[src/rtl/seq_comparator_pkg.sv]
// Shared types for the bit-serial magnitude comparator.
// Holds the control FSM state encoding and the one-hot compare result.
// Also provides the helper that folds a 1-bit cell result plus sign swap into a result code.
package seq_comparator_pkg;

  typedef enum logic [1:0] {
    IDLE = 2'd0,
    RUN  = 2'd1,
    DONE = 2'd2
  } state_t;

  // Bit order matches the {lt, eq, gt} output triple. RES_NONE only
  // exists between reset and the first completed comparison.
  typedef enum logic [2:0] {
    RES_NONE = 3'b000,
    RES_LT   = 3'b100,
    RES_EQ   = 3'b010,
    RES_GT   = 3'b001
  } result_t;

  // When the sign bit of two's-complement operands is being examined, a set
  // bit means negative, so the cell's lt/gt sense is inverted.
  function automatic result_t cell_to_result(input logic lt_b,
                                             input logic eq_b,
                                             input logic gt_b,
                                             input logic swap);
    result_t r;
    if (eq_b) begin
      r = RES_EQ;
    end else if ((lt_b && !swap) || (gt_b && swap)) begin
      r = RES_LT;
    end else begin
      r = RES_GT;
    end
    return r;
  endfunction

endpackage

[src/rtl/seq_comparator_bitcmp.sv]
// 1-bit magnitude compare cell: purely combinational, zero latency, no flow control.
// Ports: a_i, b_i single operand bits; lt_o/eq_o/gt_o one-hot relation of a_i to b_i.
// Knows nothing about signedness; any sign handling is done by the caller.
module seq_comparator_bitcmp (
  input  logic a_i,
  input  logic b_i,
  output logic lt_o,
  output logic eq_o,
  output logic gt_o
);

  assign lt_o = ~a_i &  b_i;
  assign gt_o =  a_i & ~b_i;
  assign eq_o = ~(a_i ^ b_i);

endmodule

[src/rtl/seq_comparator.sv]
// Bit-serial comparator: examines captured operands one bit per clock, MSB first.
// Latency: done pulses in the cycle after the k-th RUN edge (k = bits examined, 1..WIDTH).
// Backpressure: none; start is only sampled in IDLE and dropped while busy (no queuing).
// Ports: clk, rst_n (async active-low); start/signed_mode/a/b request inputs;
//        busy (RUN or DONE), done (single-cycle pulse), lt/eq/gt registered result.
module seq_comparator
  import seq_comparator_pkg::*;
#(
  parameter int WIDTH      = 8,
  parameter bit EARLY_EXIT = 1'b1
) (
  input  logic             clk,
  input  logic             rst_n,
  input  logic             start,
  input  logic             signed_mode,
  input  logic [WIDTH-1:0] a,
  input  logic [WIDTH-1:0] b,
  output logic             busy,
  output logic             done,
  output logic             lt,
  output logic             eq,
  output logic             gt
);

  localparam int             IDX_W   = $clog2(WIDTH);
  localparam logic [IDX_W-1:0] IDX_MSB = IDX_W'(WIDTH - 1);

  state_t           state_q, state_d;
  logic [IDX_W-1:0] idx_q,   idx_d;
  logic [WIDTH-1:0] a_q,     a_d;
  logic [WIDTH-1:0] b_q,     b_d;
  logic             sgn_q,   sgn_d;
  result_t          res_q,   res_d;
  // First differing bit's verdict; only needed when all bits are scanned.
  logic             found_q, found_d;
  result_t          first_q, first_d;

  logic    bit_lt, bit_eq, bit_gt;
  logic    swap;
  logic    finish;
  result_t bit_res;

  seq_comparator_bitcmp u_bitcmp (
    .a_i  (a_q[idx_q]),
    .b_i  (b_q[idx_q]),
    .lt_o (bit_lt),
    .eq_o (bit_eq),
    .gt_o (bit_gt)
  );

  assign swap    = sgn_q && (idx_q == IDX_MSB);
  assign bit_res = cell_to_result(bit_lt, bit_eq, bit_gt, swap);
  // Last RUN edge: LSB reached, or a difference seen and early exit allowed.
  assign finish  = (idx_q == '0) || (EARLY_EXIT && !bit_eq);

  // State register
  always_ff @(posedge clk or negedge rst_n) begin
    if (!rst_n) begin
      state_q <= IDLE;
    end else begin
      state_q <= state_d;
    end
  end

  // Next-state logic
  always_comb begin
    state_d = state_q;
    unique case (state_q)
      IDLE:    if (start) state_d = RUN;
      RUN:     if (finish) state_d = DONE;
      DONE:    state_d = IDLE;
      default: state_d = IDLE;
    endcase
  end

  // Output logic
  always_comb begin
    busy = (state_q != IDLE);
    done = (state_q == DONE);
  end

  // Datapath next-state
  always_comb begin
    idx_d   = idx_q;
    a_d     = a_q;
    b_d     = b_q;
    sgn_d   = sgn_q;
    res_d   = res_q;
    found_d = found_q;
    first_d = first_q;
    unique case (state_q)
      IDLE: begin
        if (start) begin
          a_d     = a;
          b_d     = b;
          sgn_d   = signed_mode;
          idx_d   = IDX_MSB;
          found_d = 1'b0;
          first_d = RES_NONE;
        end
      end
      RUN: begin
        if (!found_q && !bit_eq) begin
          found_d = 1'b1;
          first_d = bit_res;
        end
        if (finish) begin
          // bit_res is RES_EQ when this final bit matches and nothing differed.
          res_d = found_q ? first_q : bit_res;
        end else begin
          idx_d = idx_q - IDX_W'(1);
        end
      end
      default: ;
    endcase
  end

  // Datapath registers
  always_ff @(posedge clk or negedge rst_n) begin
    if (!rst_n) begin
      idx_q   <= '0;
      a_q     <= '0;
      b_q     <= '0;
      sgn_q   <= 1'b0;
      res_q   <= RES_NONE;
      found_q <= 1'b0;
      first_q <= RES_NONE;
    end else begin
      idx_q   <= idx_d;
      a_q     <= a_d;
      b_q     <= b_d;
      sgn_q   <= sgn_d;
      res_q   <= res_d;
      found_q <= found_d;
      first_q <= first_d;
    end
  end

  assign lt = res_q[2];
  assign eq = res_q[1];
  assign gt = res_q[0];

endmodule

[config.mk]
export PLATFORM = sky130hd
export DESIGN_NAME = seq_comparator
export DESIGN_NICKNAME = d
export VERILOG_FILES = /design/src/rtl/seq_comparator_pkg.sv /design/src/rtl/seq_comparator_bitcmp.sv /design/src/rtl/seq_comparator.sv
export SDC_FILE = /design/constraint.sdc
export NUM_CORES = 1
export LEC_CHECK = 0
export CAP_MARGIN = 15
export CORE_ASPECT_RATIO = 1.4
export CORE_UTILIZATION = 45
export CTS_CLUSTER_DIAMETER = 80
export DETAILED_ROUTE_END_ITERATION = 7
export PLACE_DENSITY_LB_ADDON = 0.15
export REMOVE_ABC_BUFFERS = 1
export SLEW_MARGIN = 20
export SYNTH_ARGS = -nofsm -noshare
export SYNTH_HDL_FRONTEND = slang
export SYNTH_SLANG_ARGS = --single-unit
[constraint.sdc]
create_clock -name clk -period 5.2 [get_ports clk]
set_clock_uncertainty 0.2 [all_clocks]
set_input_delay 1.56 -clock clk [delete_from_list [all_inputs] [get_ports clk]]
set_output_delay 1.56 -clock clk [all_outputs]
set_load 0.1 [all_outputs]
==> After elaboration in Yosys (flattened, before gate mapping) <==
Index checks and enable logic that the tools add are counted.
Widths: inputs -> output; s select.
{ "word_totals": {"reg_bits": 29, "latch_bits": 0, "ramBits": 0, "rom_bits": 0, "output_inout_bits": 5, "elab_cells": 58, "mem_count": 0} }
{ "classes": {"add_sub_neg": 1, "n_mul": 0, "n_div": 0, "order_cmp": 1, "n_eq_ne": 7, "n_shift": 0, "muxes": 19, "bitwise_logic": 5, "n_reduce_logical": 17} }
{ "ops": {"columns": ["op", "n"], "rows": [
  ["$mux 3", 7],
  ["$pmux 3 s2", 2],
  ["$ne 2x2->1 const B", 4],
  ["$bmux 1 s3", 2],
  ["$reduce_and 2->1", 3],
  ["$reduce_and 3->1", 2],
  ["$logic_and 1x1->1", 4],
  ["$lt 3x4->1 const B", 1],
  ["$mux 1", 4],
  ["$mux 2", 2],
  ["$pmux 2 s2", 1],
  ["$reduce_bool 2->1", 2],
  ["$eq 3x3->1 const B", 1],
  ["$logic_not 3->1", 1],
  ["$sub 3x1->3 const B", 1],
  ["$and 1x1->1", 2],
  ["$eq 2x1->1 const B", 1],
  ["$eq 2x2->1 const B", 1],
  ["$logic_not 1->1", 2],
  ["$logic_not 2->1", 1],
  ["$logic_or 1x1->1", 2],
  ["$not 1->1", 2],
  ["$pmux 1 s2", 1],
  ["$xor 1x1->1", 1]
]} }

==> Logic depth before layout (Yosys ltp) <==
{ "logic_depth": {"depth_word": 10, "depth_mapped": 8, "depth_no_buf": 7} }

==> Hierarchy <==
A second synthesis with hierarchy kept.
{ "hier_totals": {"cells_unflattened": 118, "area_unflattened_um2": 1465.2} }
{ "modules_own_cells": {"columns": ["module", "instances", "cells_each", "area_per_inst_um2", "seq_area_each_um2"], "rows": [
  ["seq_comparator", 1, 114, 1432.6, 725.7],
  ["seq_comparator_bitcmp", 1, 4, 32.5, 0.0]
]} }

==> Worst setup path before layout <==
OpenSTA, ideal clock, no wires.
{ "synth_path": {"path_kind": "register -> output", "start": "register state_q[1]", "end": "output port done", "arrival_time_ps": 1770, "setup_slack_ps": 1670, "stages_incl_launch_ff": 2, "path_cell_list": "dfrtp_1 -> nor2b_1"} }
{ "synth_via": {"elab_chain_len": 1} }
{ "synth_lines": {"columns": ["item", "line_no", "rtl"], "rows": [
  ["start: declaration", "seq_comparator.sv:28", "state_t state_q, state_d;"],
  ["start signal: assignment", "seq_comparator.sv:61", "state_q <= state_d;"],
  ["$eq 2x2->1", "seq_comparator.sv:79", "done = (state_q == DONE);"],
  ["end: declaration", "seq_comparator.sv:19", "output logic done,"]
]} }
No other way between the ends.

==> Final worst setup path <==
Ends and elaborated chain as after synthesis.

==> results.py <==
metrics = {
    "critical_path": {
        "crit_path_end_kind": "primary output",
        "crit_arrival_ns": 1.98,
        "crit_fanout": 6,
        "worstSetupStartpoint": "state_q[1]",
        "rrSetupSlack_ns": 2.24,
        "start_kind": "flip-flop",
        "path_class": "reg -> out",
        "reg2reg_to": "first_q[0]",
        "cp.required_ns": 3.44,
        "reg2regPathDepth": 7,
        "worstSetupEndpoint": "done",
        "r2r-start": "idx_q[0]",
    },
    "route": {
        "remaining_drc_errors": 0,
        "drtIter0Drc": 30,
        "firstDrtPassIters": 4,
        "vias_per_cell": 5.43,
        "routed_wl_um": 2490,
        "via_count": 945,
        "ant_nets": 0,
        "wl_per_cell_um": 14.3,
    },
    "yosys": {
        "ys_ff_latch": 29,
        "yosys_warnings": 0,
        "synth_edf_count": 0,
        "synth_area_leader_cell": "dfrtp_1",
        "synth.area.top_cells": "dfrtp_1, mux2_2, mux4_2, ha_1, mux2i_4",
        "synthDistinctLibCells": 35,
        "seq_area_frac_synth_pct": 49.9,
        "ys_async_sr_fraction_pct": 100,
        "netlist_area_um2": 1450,
        "yosys.cell_count.top_type": "dfrtp_1",
        "synth.top_cell.area_share_pct": 49.9,
        "syn_avg_cell_area_um2": 13.7,
        "synthCells": 106,
        "synthTopCellsByCount": "dfrtp_1, mux2_2, inv_1",
        "ys.flop_type": "dfrtp_1",
    },
    "die": {
        "pin_count": 25,
        "die_area_um2": 3470,
        "core_area_um2": 3090,
        "initial_core_util_pct": 47.0,
        "die_x_um": 50.0,
        "rows": 24,
        "die_h_um": 69.3,
    },
    "timing": {
        "hold_viol": 0,
        "whs_ns": 0.291,
        "worst_pin_slew_ns": 0.959,
        "fin_crit_sh_pct": 71.9,
        "setup_violations": 0,
        "clock.fmax_mhz": 267,
        "rsz0062_at_grt": "false",
        "drv_slew": 0,
        "slew_headroom_pct": 35.8,
        "fin_setup_tns_ns": 0,
        "min_period_ns": 3.74,
    },
    "clock_network": {
        "cts_root_buf": "clkbuf_8",
        "cts_hold_buf": 0,
        "clk_path_buf_depth": 2,
        "numCtsBuffers": 5,
        "cts_sinks": 29,
        "clkSlewWorstSetupHoldPaths_ns": 0.06,
        "ctsHtreeMaxLevel": 2,
        "post_cts_buffers": 0,
        "tritoncts": "done",
        "cts_resized": 0,
        "insertion_delay_ns": 0.28,
    },
    "pwr": {
        "leakagePower_uw": 0.000776,
        "power_density_nw_per_um2": 713,
        "peakVddDrop_mv": 0.355,
    },
    "final_layout": {
        "nNetsFinal": 160,
        "layout.cells.non_filler": 174,
        "syn_to_final_growth_pct": 24.5,
        "fill_cells": 253,
        "multi_input_area_um2": 657,
        "regArea_um2": 726,
        "diodes": 0,
        "drive_gt1_share_pct": 29.6,
    },
    "global_routing": {
        "grt_max_degree": 30,
        "antenna_found_initial": 0,
        "grt_pass1_vias": 963,
        "grt_use_total_pct": 17.5,
        "grt_overflow": 0,
        "grt_pass1_wl_um": 4370,
    },
    "placement": {
        "port_buffers": 24,
        "dp.cells": 167,
        "gp_congestion": 0.760,
        "dp_hpwl_um": 1810,
    },
    "status": {
        "status": "finished clean",
    },
    "hold_path": {
        "worstHoldStart": "res_q[1]",
        "hold_class": "reg -> reg",
    },
    "job": {
        "cap_violations": 0,
    },
}
-- critical path: stages, from the launching register on --
cell             delay, ns
dfrtp_1               0.42
nor2b_1               0.15
clkdlybuf4s50_1       1.13
-- worst min-delay path by stage --
stage | to | slack (ns) | cells after the start
floorplan | first_q[1] | 0.25 | 1
global placement | res_q[1] | 0.27 | 1
detailed placement | res_q[1] | 0.28 | 1
CTS | res_q[1] | 0.29 | 1
global route | res_q[1] | 0.32 | 1
finish | res_q[1] | 0.29 | 1
-- placed cells by master, fill, tap and decap left out, types with 2 or more instances in the layout --
master / n
nor2b_1: 2
o211ai_1: 3
inv_2: 2
o21a_1: 2
mux2i_4: 2
dfrtp_1: 29
buf_4: 2
mux2_2: 17
o21ai_0: 2
clkbuf_8: 6
clkdlybuf4s50_1: 24
ha_1: 5
inv_1: 8
o2bb2ai_1: 2
mux4_2: 4
nand4_1: 3
nor2_1: 2
-- sequential cells by signal (all words and copies together), names as in the netlist --
register  flops
b_q           8
idx_q         3
state_q       2
a_q           8
found_q       1
sgn_q         1
res_q         3
first_q       3
-- power breakdown --
| part | switching, µW | internal [µW] |
|---|---|---|
| combinational | 375 | 312 |
| sequential | 85.6 | 334 |
| clock | 79.4 | 105 |
-- routing by layer --
layer  track usage [%]  wire (µm)
met3              6.36        123
met2              27.6       1340
met1              19.9        970
met5                 0          0
met4              10.2         64
-- kinds of logic (layout without fill, tap and decap cells) --
group / count (synthesis) / after routing / synth area share [%]
simple gates: 18 / 18 / 8.87
compound gates: 15 / 15 / 8.09
buf+inv: 14 / 43 / 4.91
flops: 29 / 29 / 49.9
fa+ha+maj: 5 / 5 / 4.30
mux: 25 / 25 / 23.9
-- layout make-up --
cell class                 count  share of cell area, %
inverter                      10                   2.07
clock buffer                   7                   4.77
tap                           39                   2.70
timing repair buffer          26                   14.1
multi-input combinational     63                   36.3
sequential                    29                   40.1
-- stage by stage --
step	worst slack, ns	area (µm²)	power [µW]	utilization [%]
after global placement	1.78	1720	1100	55.7
after global routing	1.38	1810	1380	58.5
after CTS	1.44	1810	1310	58.5
final	1.46	1810	1290	58.5
after floorplan	1.67	1420	963	-
after detailed placement	1.75	1720	1120	55.7
Power figures use the tool's default switching activity.
